===== src/rtl/demux4_router_pkg.sv =====
// Shared constants and types for the 1-to-4 registered demultiplexer.
// Latency: n/a (definitions only).
// Backpressure: n/a (definitions only).
//
// Contents:
//   NOUT, SEL_W, STAT_W  lane count, select width, per-lane stat counter width
//   lane_state_t         one-entry lane buffer state (EMPTY / FULL)
//   sel_onehot()         binary lane select -> one-hot lane vector
package demux4_router_pkg;

    localparam int NOUT   = 4;
    localparam int SEL_W  = 2;
    localparam int STAT_W = 8;

    // A lane is a single-entry buffer, so one state bit is enough.
    typedef enum logic {
        LANE_EMPTY = 1'b0,
        LANE_FULL  = 1'b1
    } lane_state_t;

    function automatic logic [NOUT-1:0] sel_onehot(input logic [SEL_W-1:0] sel);
        logic [NOUT-1:0] oh;
        oh      = '0;
        oh[sel] = 1'b1;
        return oh;
    endfunction

endpackage


===== src/rtl/demux4_router_lane.sv =====
// One lane of the demultiplexer: a one-entry holding buffer with its own FSM.
// Latency: word written on wr_en is presented on data/full the next cycle.
// Backpressure: holds word while rd_ready=0; caller must only write when !full or rd_ready.
//
// Build option: DEMUX_STATS_EN adds a saturating accept counter (stat_cnt).
//
// Ports:
//   clk, rst_n   clock, asynchronous active-low reset
//   wr_en        write wr_data into the buffer this cycle
//   wr_data      word to store
//   rd_ready     consumer takes the buffered word this cycle (when full)
//   full         buffer holds a word (lane out_valid)
//   data         buffered word (lane out_data), held until the next write
//   stat_cnt     accepts seen by this lane, saturating (DEMUX_STATS_EN only)
module demux_lane
    import demux4_router_pkg::*;
#(
    parameter int WIDTH = 32
) (
    input  logic              clk,
    input  logic              rst_n,
    input  logic              wr_en,
    input  logic [WIDTH-1:0]  wr_data,
    input  logic              rd_ready,
    output logic              full,
    output logic [WIDTH-1:0]  data
`ifdef DEMUX_STATS_EN
    ,
    output logic [STAT_W-1:0] stat_cnt
`endif
);

    lane_state_t      state;
    logic [WIDTH-1:0] data_q;

    // A write on a FULL lane is only issued by the top when the consumer is
    // draining the same cycle, so the new word simply replaces the old one
    // and the lane stays FULL with no bubble.
    always_ff @(posedge clk or negedge rst_n) begin
        if (!rst_n) begin
            state  <= LANE_EMPTY;
            data_q <= '0;
        end else begin
            case (state)
                LANE_EMPTY: begin
                    if (wr_en) begin
                        state  <= LANE_FULL;
                        data_q <= wr_data;
                    end
                end
                LANE_FULL: begin
                    if (wr_en) begin
                        data_q <= wr_data;
                    end else if (rd_ready) begin
                        state <= LANE_EMPTY;
                    end
                end
            endcase
        end
    end

    // Straight decode of the state flop: no combinational path from inputs,
    // so out_valid drops the instant reset is asserted.
    assign full = (state == LANE_FULL);
    // data_q is only written on accept, so an EMPTY lane keeps its last word.
    assign data = data_q;

`ifdef DEMUX_STATS_EN
    logic [STAT_W-1:0] cnt_q;

    always_ff @(posedge clk or negedge rst_n) begin
        if (!rst_n) begin
            cnt_q <= '0;
        end else if (wr_en && (cnt_q != {STAT_W{1'b1}})) begin
            cnt_q <= cnt_q + 1'b1;
        end
    end

    assign stat_cnt = cnt_q;
`endif

endmodule


===== src/rtl/demux4_router.sv =====
// 1-to-4 registered demultiplexer: routes one word per cycle into a one-entry buffer on the selected lane.
// Latency: 1 cycle from accept to out_valid on the destination lane.
// Backpressure: in_ready = lane empty or draining this cycle; a stalled lane never blocks other lanes.
//
// Build option: DEMUX_STATS_EN adds per-lane 8-bit saturating accept counters on stat_cnt.
//
// Ports:
//   clk, rst_n   clock, asynchronous active-low reset
//   in_valid     producer has a word on in_data
//   in_ready     router accepts the word this cycle (independent of in_valid)
//   in_data      word to route
//   in_sel       destination lane 0..3
//   out_valid    bit k: lane k buffer holds a word
//   out_ready    bit k: consumer k takes the word this cycle
//   out_data     lane k word at [k*WIDTH +: WIDTH]
//   stat_cnt     lane k accept count at [k*8 +: 8] (DEMUX_STATS_EN only)
module demux4_router
    import demux4_router_pkg::*;
#(
    parameter int WIDTH = 32
) (
    input  logic                   clk,
    input  logic                   rst_n,
    input  logic                   in_valid,
    output logic                   in_ready,
    input  logic [WIDTH-1:0]       in_data,
    input  logic [SEL_W-1:0]       in_sel,
    output logic [NOUT-1:0]        out_valid,
    input  logic [NOUT-1:0]        out_ready,
    output logic [NOUT*WIDTH-1:0]  out_data
`ifdef DEMUX_STATS_EN
    ,
    output logic [NOUT*STAT_W-1:0] stat_cnt
`endif
);

    logic [NOUT-1:0] lane_full;
    logic [NOUT-1:0] lane_wr;
    logic            accept;

    // Only the addressed lane's state gates the input, which is what keeps
    // a stalled consumer from blocking traffic headed elsewhere.
    assign in_ready = ~lane_full[in_sel] | out_ready[in_sel];
    assign accept   = in_valid & in_ready;
    assign lane_wr  = sel_onehot(in_sel) & {NOUT{accept}};

    assign out_valid = lane_full;

    for (genvar k = 0; k < NOUT; k++) begin : g_lane
        demux_lane #(
            .WIDTH   (WIDTH)
        ) u_lane (
            .clk      (clk),
            .rst_n    (rst_n),
            .wr_en    (lane_wr[k]),
            .wr_data  (in_data),
            .rd_ready (out_ready[k]),
            .full     (lane_full[k]),
            .data     (out_data[k*WIDTH +: WIDTH])
`ifdef DEMUX_STATS_EN
            ,
            .stat_cnt (stat_cnt[k*STAT_W +: STAT_W])
`endif
        );
    end

endmodule

===== config.mk =====
export PLATFORM = sky130hd
export DESIGN_NAME = demux4_router
export DESIGN_NICKNAME = d
export VERILOG_FILES = /design/src/rtl/demux4_router_pkg.sv /design/src/rtl/demux4_router_lane.sv /design/src/rtl/demux4_router.sv
export SDC_FILE = /design/constraint.sdc
export NUM_CORES = 1
export LEC_CHECK = 0
export ABC_AREA = 0
export BUFFER_PORTS_ARGS = -buffer_cell sky130_fd_sc_hd__clkbuf_2
export CAP_MARGIN = 20
export CELL_PAD_IN_SITES_DETAIL_PLACEMENT = 1
export CELL_PAD_IN_SITES_GLOBAL_PLACEMENT = 1
export CORE_MARGIN = 5
export CORE_UTILIZATION = 43
export DETAILED_ROUTE_END_ITERATION = 7
export GPL_ROUTABILITY_DRIVEN = 0
export PLACE_DENSITY = 0.92
export REMOVE_ABC_BUFFERS = 1
export SLEW_MARGIN = 30
export SYNTH_ARGS = -nofsm -noshare
export SYNTH_HDL_FRONTEND = slang
export SYNTH_SLANG_ARGS = --single-unit

===== constraint.sdc =====
create_clock -name clk -period 3.5 [get_ports clk]
set_input_delay 0.7 -clock clk [delete_from_list [all_inputs] [get_ports clk]]
set_output_delay 0.7 -clock clk [all_outputs]
set_load 0.02 [all_outputs]

==> parameters.txt <==
Parameter                              Value

Logic synthesis
  EDFF count, synth ... 0
  Top-count cell post-synth ... dfrtp_1
  Yosys cell types ... 17
  Dominant synthesized flop cell ... dfrtp_1
  Synth area leaders ... dfrtp_1 (66%), mux2_2 (28%), buf_6 (2.0%)
  Sequential share of the synthesized area ... 0.657
  Synthesized area divided by synthesized cell count ... 17.0 sq um
  Cell taking the most area after synthesis ... dfrtp_1
  Number of synthesized register bits ... 132
  Syn. warnings ... 0
  Ranking of synthesized cells by instance count ... dfrtp_1 (132), mux2_2 (124), buf_6 (9)
  Area share of the largest cell type after synthesis ... 0.657
  Netlist area before placement ... 5030 sq um
  Async S/R FF share, synth ... 1.00
  Cell count after synthesis ... slightly below 300

Layout
  Synth-to-layout area growth ... 29.5%
  Area used by sequential logic in the layout ... 3300 sq um
  Antenna Diode Count ... 0
  Footprint of the multi-input gates ... 1570 sq um
  Final-stage net count ... 516
  Number of fill cells ... about 1.2k
  Proportion of layout cells with a drive suffix above 1 ... 0.680

Clocking
  Post-CTS Setup Repair Bufs ... 0
  Number of cells upsized or downsized after cts ... 0
  Htree depth ... 4
  CTS tree ... done
  Clock latency on the worst-skew pair ... 400 ps
  Clock slew at reported path FFs ... 50 ps
  Hold buffer count at CTS ... 0
  Clock tree buffer depth ... 2
  TritonCTS sink count ... 132
  Clock tree root buffer cell ... clkbuf_16
  CTS buffer count ... 17

Floorplan
  Placement Rows ... 39
  Die area ... around 14,000 sq um
  Core box area ... 11,400 sq um
  Die height ... 118 microns
  Initial cell density of the core ... 0.440
  Die W ... 118 microns
  Ports placed on the boundary ... about 170

Run
  Number of max-capacitance violations reported ... 0

Pwr
  Power Internal ... 3.33 mW
  Share of power burned in registers ... 0.421
  Overall Power ... 4.81 mW
  Worst IR drop on VDD ... ~0.39 mV
  Reported net switching power ... roughly 1.5 mW
  Leakage dissipation ... 3.15 nW
  Clock network fraction of design power ... 0.331
  Fraction of power consumed by combinational cells ... 0.248
  Switching part of the total power ... 0.309
  PwrDens ... 739 nW/um^2

STA
  Worst slew margin ... 0.412
  Setup-failing EPs final ... 0
  Count of pins over their slew limit ... 0
  Fin. Hold Viols ... 0
  Post-route minimum period ... around 2300 ps
  Setup repair after global routing missed its margin ... no
  Share of the clock period used by the worst path after layout ... 0.662
  Worst Clk Skew ... 4.93 ps
  Pin slew with the least headroom to its limit ... roughly 880 ps
  Setup TNS ... 0 ps
  Setup WS post-layout ... 1180 ps
  Upper clock frequency limit ... between 400 and 500 MHz

Placement
  Post-detail-place hpwl ... 9040 microns
  # port buffers ... 173
  Setup slack after placement ... 1090 ps

Worst setup path
  Worst reg2reg path endpoint ... g_lane[3].u_lane.data[13]$_DFFE_PN0P_
  Register-to-register setup slack ... 1660 ps
  Critical setup path kind ... in2out
  Depth of the worst register-to-register path ... 4
  Critical path endpoint category ... output port
  Maximum fanout along the worst path ... 3
  Critical path launch point type ... input port
  Signal arrival time at the worst endpoint ... roughly 1600 ps
  Required arrival time at the worst endpoint ... 2800 ps
  Worst r2r src ... g_lane[3].u_lane.full$_DFF_PN0_

Global routing
  Global-route usage over all layers ... 0.186
  First-pass GRT wire length ... 20,500 microns
  M3 GR Usage ... 0.0659
  Number of global-route vias before repair ... 3,554
  GR Util met2 ... 0.315
  Antenna violations before repair ... 0
  Largest net degree at the start of global routing ... 60
  Met1 Usage GRT ... 0.215
  GRT Residual Overflow ... 0
  GRT busiest layer ... met2

Drt
  Post-detailed-route DRC marker count ... 0
  Iteration-0 DRC count of the detailed router ... 134
  Drt total wl ... 12,400 microns
  Vias after detailed routing ... 3,179
  Remaining antenna violation count ... 0
  Routed wire length per instance ... just under 20 microns
  Vias per Instance ... 5.04
  Detailed-routing iteration count for the pre-antenna-repair pass ... 4

Status
  Result of the run ... finished, final reports clean

Min path
  Min-delay worst type ... in2async
cell usage in the layout, fill, tap and decap left out:
| master | netlist | routed |
|---|---|---|
| nor2b_4 | 0 | 1 |
| bufinv_16 | 0 | 1 |
| buf_4 | 4 | 6 |
| nand2b_1 | 4 | 4 |
| mux2_2 | 124 | 124 |
| clkbuf_16 | 0 | 17 |
| o21ai_0 | 1 | 1 |
| clkbuf_8 | 0 | 2 |
| clkbuf_2 | 1 | 172 |
| dfrtp_1 | 132 | 132 |
| nand3_1 | 1 | 1 |
| nand2_1 | 5 | 5 |
| nor3b_4 | 1 | 1 |
| nand3b_1 | 1 | 1 |
| buf_12 | 0 | 1 |
| nor2b_2 | 1 | 1 |
| clkinv_2 | 0 | 4 |
| mux2_1 | 4 | 4 |
| mux4_2 | 1 | 1 |
| clkbuf_1 | 0 | 8 |
| and3_2 | 0 | 1 |
registers in the layout, summed over array words and instances (netlist names):
register            cells
g_lane.u_lane.data    128
g_lane.u_lane.full      4
critical path: stages:
cell,delay [ps]
clkbuf_2,90
nand2b_1,180
mux4_2,480
clkbuf_2,170
worst max-delay path by stage:
| stage | cells after the start | start | slack, ps | endpoint |
|---|---|---|---|---|
| floorplan | 3 | out_ready[3] | 670 | g_lane[3].u_lane.data[0]$_DFFE_PN0P_ |
| global placement | 5 | in_sel[1] | 1200 | g_lane[3].u_lane.data[24]$_DFFE_PN0P_ |
| detailed placement | 5 | in_sel[1] | 1090 | g_lane[3].u_lane.data[13]$_DFFE_PN0P_ |
| CTS | 4 | out_ready[3] | 1180 | in_ready |
| global route | 4 | out_ready[3] | 1150 | in_ready |
| finish | 4 | out_ready[3] | 1180 | in_ready |
area by class of cell:
type | count | area share
Clock inverter | 5 | 0.00768
Timing Repair Buffer | 179 | 0.142
Clock buffer | 27 | 0.0741
Sequential cell | 132 | 0.507
Multi-Input combinational cell | 145 | 0.242
Tap cell | 143 | 0.0275
per-layer routing:
metal  part of all wire  up-vias  wire (microns)
li1                   -     1399               -
met1               0.38     1648            4770
met2               0.53      110            6560
met3              0.065       22             810
met4              0.021        0             260
met5                  0        -               0
kinds of logic after synthesis:
group	share of synthesized area
flip-flops	0.657
multiplexers	0.291
buffers and inverters	0.0321
AND/OR/NAND/NOR	0.0192
AO/OA/AOI/OAI	0.000994
stage by stage:
step | util | hold slack, ps | instances | area [sq um]
finish | 0.571 | 289 | 631 | 6520
global route | 0.571 | 321 | 631 | 6520
CTS | 0.571 | 291 | 631 | 6520
detailed placement | 0.524 | 482 | 599 | 5980
global placement | 0.524 | 470 | 599 | 5980
floorplan | - | 404 | 277 | 4870
power groups by stage:
stage	sequential, mW	combinational (mW)	clock [mW]
after global placement	2.03	1.17	0
after detailed placement	2.06	1.22	0
after CTS	2.04	1.22	1.64
final	2.03	1.19	1.59
after global routing	2.07	1.27	1.72
after floorplan	2.42	0.310	0
No activity file was read; power rests on OpenSTA's default activity.
